### src/rtl/scoreboard_pkg.sv
// Shared types and constants for the decode-stage issue scoreboard.
package scoreboard_pkg;
   localparam int NUM_REGS = 32;
   localparam logic [4:0] REG_X0 = 5'd0;

   typedef enum logic [1:0] {
      RUN   = 2'd0,
      STALL = 2'd1,
      DRAIN = 2'd2
   } sb_state_e;
endpackage

### src/rtl/sb_pending_cnt.sv
// Per-register pending-writer counter; simultaneous inc and dec cancel out.
module sb_pending_cnt #(
   parameter int CNT_W = 2
) (
   input  logic clk,
   input  logic rst,
   input  logic inc,
   input  logic dec,
   output logic sat,
   output logic zero,
   output logic one
);
   logic [CNT_W-1:0] cnt;

   always_ff @(posedge clk or posedge rst) begin
      if (rst)
         cnt <= '0;
      else if (inc && !dec && !sat)
         cnt <= cnt + CNT_W'(1);
      else if (dec && !inc && !zero)
         cnt <= cnt - CNT_W'(1);
   end

   assign sat  = &cnt;
   assign zero = (cnt == '0);
   assign one  = (cnt == CNT_W'(1));
endmodule

### src/rtl/decode_scoreboard.sv
// Decode issue controller: RAW/WAW, capacity and fence gating with RUN/STALL/DRAIN FSM.
// Optional SCOREBOARD_WB_BYPASS_EN lets a same-cycle writeback clear hazard/full terms.
module decode_scoreboard
   import scoreboard_pkg::*;
#(
   parameter int MAX_INFLIGHT = 4,
   parameter int CNT_W        = 2
) (
   input  logic       clk,
   input  logic       rst,
   input  logic       id_valid_i,
   input  logic [4:0] id_rs1_i,
   input  logic [4:0] id_rs2_i,
   input  logic [4:0] id_rd_i,
   input  logic       id_uses_rs1_i,
   input  logic       id_uses_rs2_i,
   input  logic       id_writes_rd_i,
   input  logic       id_fence_i,
   input  logic       flush_i,
   input  logic       wb_valid_i,
   input  logic [4:0] wb_rd_i,
   output logic       id_ready_o,
   output logic       issue_o,
   output logic [3:0] outstanding_o,
   output logic [1:0] state_o,
   output logic       err_o
);
   sb_state_e state, state_nxt;
   logic [3:0] outstanding, out_eff;
   logic [NUM_REGS-1:0] sat_v, zero_v, busy_v;
   logic [NUM_REGS-1:1] inc_v, dec_v, one_v;
   logic rd_nz, wb_nz, wb_err, dec_ok, issue_wr;
   logic hazard, full, sat, fence_wait, block;

   // x0 is never tracked: always idle, never saturated
   assign zero_v[0] = 1'b1;
   assign sat_v[0]  = 1'b0;

   genvar r;
   generate
      for (r = 1; r < NUM_REGS; r++) begin : g_reg
         sb_pending_cnt #(.CNT_W(CNT_W)) u_cnt (
            .clk  (clk),
            .rst  (rst),
            .inc  (inc_v[r]),
            .dec  (dec_v[r]),
            .sat  (sat_v[r]),
            .zero (zero_v[r]),
            .one  (one_v[r])
         );
      end
   endgenerate

   assign rd_nz  = id_writes_rd_i & (id_rd_i != REG_X0);
   assign wb_nz  = wb_valid_i & (wb_rd_i != REG_X0);
   assign wb_err = wb_nz & (zero_v[wb_rd_i] | (outstanding == 4'd0));
   assign dec_ok = wb_nz & ~wb_err;

   always_comb begin
      inc_v  = '0;
      dec_v  = '0;
      busy_v = ~zero_v;
      for (int i = 1; i < NUM_REGS; i++) begin
         inc_v[i] = issue_wr & (id_rd_i == 5'(i));
         dec_v[i] = dec_ok & (wb_rd_i == 5'(i));
`ifdef SCOREBOARD_WB_BYPASS_EN
         // last pending writer retiring now: value is on the write-through path
         if (one_v[i] && dec_v[i])
            busy_v[i] = 1'b0;
`endif
      end
   end

`ifdef SCOREBOARD_WB_BYPASS_EN
   assign out_eff = outstanding - {3'b0, dec_ok};
`else
   assign out_eff = outstanding;
`endif

   assign hazard     = (id_uses_rs1_i & busy_v[id_rs1_i]) | (id_uses_rs2_i & busy_v[id_rs2_i]);
   assign full       = (out_eff == 4'(MAX_INFLIGHT)) & rd_nz;
   assign sat        = rd_nz & sat_v[id_rd_i];
   assign fence_wait = id_fence_i & (outstanding != 4'd0);
   assign block      = hazard | full | sat;

   assign id_ready_o = (state != DRAIN) & ~block & ~fence_wait;
   assign issue_o    = id_valid_i & id_ready_o & ~flush_i;
   assign issue_wr   = issue_o & rd_nz;

   always_ff @(posedge clk or posedge rst) begin
      if (rst) begin
         outstanding <= 4'd0;
         err_o       <= 1'b0;
         state       <= RUN;
      end else begin
         outstanding <= outstanding + {3'b0, issue_wr} - {3'b0, dec_ok};
         if (wb_err)
            err_o <= 1'b1;
         state <= state_nxt;
      end
   end

   always_comb begin
      state_nxt = state;
      case (state)
         RUN:
            if (id_valid_i && !flush_i) begin
               if (fence_wait)
                  state_nxt = DRAIN;
               else if (block)
                  state_nxt = STALL;
            end
         STALL:
            if (!id_valid_i || flush_i || !block)
               state_nxt = RUN;
         DRAIN:
            if (flush_i || (outstanding == 4'd0))
               state_nxt = RUN;
         default:
            state_nxt = RUN;
      endcase
   end

   assign outstanding_o = outstanding;
   assign state_o       = state;
endmodule

### config.mk
export PLATFORM = sky130hd
export DESIGN_NAME = decode_scoreboard
export DESIGN_NICKNAME = d
export VERILOG_FILES = /design/src/rtl/scoreboard_pkg.sv /design/src/rtl/sb_pending_cnt.sv /design/src/rtl/decode_scoreboard.sv
export SDC_FILE = /design/constraint.sdc
export NUM_CORES = 1
export LEC_CHECK = 0
export ABC_AREA = 0
export CAP_MARGIN = 0
export CORE_MARGIN = 10
export CORE_UTILIZATION = 35
export DETAILED_ROUTE_END_ITERATION = 10
export HOLD_SLACK_MARGIN = 0.02
export MAX_ROUTING_LAYER = met4
export PLACE_DENSITY = 0.6
export RECOVER_POWER = 50
export SLEW_MARGIN = 20
export SYNTH_ARGS = -nofsm -noshare
export SYNTH_HDL_FRONTEND = slang
export SYNTH_HIERARCHICAL = 1
export SYNTH_SLANG_ARGS = --single-unit
export TNS_END_PERCENT = 1
### constraint.sdc
create_clock -name clk -period 8.8 [get_ports clk]
set_input_delay 1.76 -clock clk [delete_from_list [all_inputs] [get_ports clk]]
set_output_delay 1.76 -clock clk [all_outputs]
set_load 0.05 [all_outputs]
# Word level (Yosys, flattened, before mapping)
# Cells that the tools add are included.
[word_totals] ff_bits=69 wordCells=687
[classes] n_addsub=64 n_lt_le_gt_ge=4 n_eq_ne=70 muxes=76 n_bitwise=85 reduce_logical=354
[op_table] operator="equality test 5 bit, second input constant" n=32
[op_table] operator="two-way mux 2 bit" n=67
[op_table] operator="logical NOT 1 bit" n=127
[op_table] operator="logical AND 1 bit" n=125
[op_table] operator="equality test 5 x 4 -> 1 bit, second input constant" n=16
[op_table] operator="bitwise AND 1 bit" n=76
[op_table] operator="logical NOT 2 bit" n=32
[op_table] operator="adder 2 x 1 -> 2 bit, second input constant" n=31
[op_table] operator="AND reduction 2 bit" n=31
[op_table] operator="nonzero test 2 bit" n=31
[op_table] operator="subtractor 2 x 1 -> 2 bit, second input constant" n=31
[op_table] operator="equality test 5 x 3 -> 1 bit, second input constant" n=8
[op_table] operator="inverter 32 bit" n=1
[op_table] operator="less-than comparator 5 x 6 -> 1 bit, second input constant" n=4
[op_table] operator="binary-select mux 1 bit (select 5 bit)" n=4
[op_table] operator="equality test 5 x 2 -> 1 bit, second input constant" n=4
[op_table] operator="equality test 5 x 1 -> 1 bit, second input constant" n=2
[op_table] operator="nonzero test 5 bit" n=2
[op_table] operator="inequality test 2 bit, second input constant" n=4
[op_table] operator="one-hot mux 2 bit (3 select lines)" n=1
[op_table] operator="adder 4 x 1 -> 4 bit" n=1
[op_table] operator="equality test 4 x 3 -> 1 bit, second input constant" n=1
[op_table] operator="logical NOT 4 bit" n=1
[op_table] operator="two-way mux 1 bit" n=4
[op_table] operator="9 further kinds" n=17

# Depth between registers and ports, before layout
[depth] ltp_word=20 ltp_mapped=15 depth_no_buf=14

# By module
# The synthesis kept the hierarchy.
[by_module_without_submodules] module="sb_pending_cnt" n_inst=31 cells_each=20 area_per_inst_um2=171.4
[by_module_without_submodules] module="decode_scoreboard" n_inst=1 cells_each=272 area_per_inst_um2=2249.7

# Least setup slack after synthesis
# No wires, ideal clock.
[synth_path] kind="input-to-output" start="input id_rd_i[0]" end="output id_ready_o" arrival_time_ns=3.964 t_required_ns=7.040 path_slack_ns=3.076 cell_stages=9 n_path_buf=4 cell_sequence="buf_6 buf_6 mux4_2 mux2i_1 nand4_1 a311o_1 buf_6 buf_6 nor2_1"
[synth_between] elab_chain_cells=8 elab_cells_between_ends=11 classes_between="mux: 2; bitwise: 8; reduce/logical: 1"
[synth_lines] element="start: declaration" line_no="decode_scoreboard.sv:14" source="input logic [4:0] id_rd_i,"
[synth_lines] element="branches (longest 4 deep; another with binary-select mux 1 bit (select 5 bit))"
[synth_lines] element="OR 1 bit (*)" line_no="decode_scoreboard.sv:84" source="assign block = hazard | full | sat;"
[synth_lines] element="inverter 1 bit (*)" line_no="decode_scoreboard.sv:86" source="assign id_ready_o = (state != DRAIN) & ~block & ~fence_wait;"
[synth_lines] element="bitwise AND 1 bit (*) (2 in a row)" line_no="decode_scoreboard.sv:86"
[synth_lines] element="end: declaration" line_no="decode_scoreboard.sv:22" source="output logic id_ready_o,"
# Mark *: on every way between the ends. The select of a mux whose other input is x is not followed.

# Worst setup path after layout
# Ends and elaborated chain as after synthesis.

==> out/qor.csv <==
metric;value;unit
status;finished, violations left;
violations;max-capacitance violations, max-slew violations;
holdCritPathClass;reg2reg;
cts_buffers;9;
final_cells;1161;
drt-initial-drc-count;552;
cp.arrival;5.09;ns
hold_violations;0;
drc_errors;0;
rsz0062_at_grt;no;
vias_per_cell;5.34;
synth_nets;959;
root_buffer;clkbuf_16;
slew_violations;33;
crit_family;buffers and inverters;
r2r_slack;4.90;ns
total_power;1.09;mW
dp_cells;1145;
grt_pass1_wl;30600;um
finalCritPeriodShare;77.8;%
grt_use_total;14.9;%
path_common_cell;clkdlybuf4s50_1;
totalWireLength;19300;um
nNetsFinal;984;
dieArea;0.0266;sq mm
core-area;0.0202;sq mm
path_depth;8;
p_leak;3.28;nW
final_cell_mix;inv_1, nor2_1, dfrtp_1;
layout_commonest_cell;inv_1;
drv_cap;1;
worstPathCellList;clkdlybuf4s50_1 -> mux4_2 -> mux2i_1 -> nand3_1 -> and3_1 -> a311o_1 -> nor2_1 -> clkdlybuf4s50_1;
postSynthCellCount;861;
rr_startpoint;g_reg[1].u_cnt/cnt[0];
fmax;0.146;GHz
first_global_vias;5786;
n_antenna_cell;0;
relSlewSlack;-25.6;%
die_y;163;um
worst_pin_slew;1.88;ns
area_delta_synth_final;12.8;%
peakVddDrop;0.0867;mV
cp_slowest_cell;clkdlybuf4s50_1;
finClkSkew;0.0101;ns
min_period;6.85;ns
critical_path_buf_inv_count;2;
r2r_cells;12;
grt_overflow;0;
wl_per_cell;16.6;um
syn_area;0.00718;sq mm
vias;6197;
worst_setup_path_end_kind;primary output;
crit_end;id_ready_o;
finalSetupTns;0;ns
cts_tree;yes;
grt_max_degree;34;
row_count;52;
crit_type;in2out;
clk_pin_slew;0.06;ns
crit_required;7.04;ns
path_max_fanout;15;
clock_latency;0.35;ns
antenna_found_initial;0;
cp-startpoint;id_rd_i[0];
cp-start-kind;input pin;
clk_path_buf_depth;2;
dp_hpwl;15300;um
pwr_density_cell;134;mW/mm^2
post-place-ws;1.96;ns
initial_core_util;35.5;%
io-pin-count;38;
port-buffer-count;37;
fp.dieW;163;um
ant_nets;0;
setup_ws;1.95;ns
dr.pass1.iters;5;
htreeDepth;3;
gp_congestion;0.938;
avgSynthCellArea;8.33;sq um
r2r-end;g_reg[30].u_cnt/cnt[0];
synth_warnings;6;
setup_viol;0;
post_cts_buffers;0;
cts_resized;0;
final_layout_size_suffix_gt1_share;7.07;%
cp_slowest_stage_delay;0.96;ns
hold_buffers;0;
nFillCells;2055;
clock-sinks;69;
per-stage QoR:
stage | util, % | cell area [sq um] | hold slack, ns
final | 40.0 | 8100 | 0.500
after floorplan | - | 7180 | 0.473
after global placement | 38.3 | 7750 | 0.491
after detailed placement | 38.3 | 7750 | 0.486
after global routing | 40.0 | 8100 | 0.512
after CTS | 39.9 | 8080 | 0.503
area by class of cell:
type	instances	area (sq um)	share of cell area [%]
clock buffer	13	260	3.21
clock inverter	3	67.6	0.834
inverter	107	402	4.96
multi-input combinational	659	4910	60.7
sequential	69	1730	21.3
tap	270	338	4.17
timing repair buffer	40	389	4.81
worst min path at each step:
stage	startpoint	endpoint	slack, ns	depth (start not counted)
finish	g_reg[5].u_cnt/cnt[0]	g_reg[5].u_cnt/cnt[0]	0.50	1
global route	g_reg[18].u_cnt/cnt[0]	g_reg[18].u_cnt/cnt[0]	0.51	1
CTS	state_o[0]	state_o[1]	0.50	1
floorplan	g_reg[10].u_cnt/cnt[0]	g_reg[10].u_cnt/cnt[0]	0.47	1
global placement	g_reg[6].u_cnt/cnt[0]	g_reg[6].u_cnt/cnt[0]	0.49	1
detailed placement	state_o[1]	state_o[0]	0.49	1
flip-flops by register name, summed over array words and instances (netlist names):
register	cells
err_o	1
g.u_cnt/cnt	62
outstanding_o	4
state_o	2
routing by layer:
| layer | vias up | track usage [%] | share of wire [%] |
|---|---|---|---|
| li1 | 3069 | - | - |
| met1 | 2941 | 19.0 | 47 |
| met2 | 159 | 23.3 | 46 |
| met3 | 28 | 3.22 | 5.2 |
| met4 | 0 | 4.59 | 1.9 |
| met5 | - | - | 0 |
where the power goes:
part / internal, mW / switching (mW)
clock: 0.264 / 0.138
combinational: 0.122 / 0.195
sequential: 0.343 / 0.0244
Note: power is estimated with default switching activity, not from simulation.
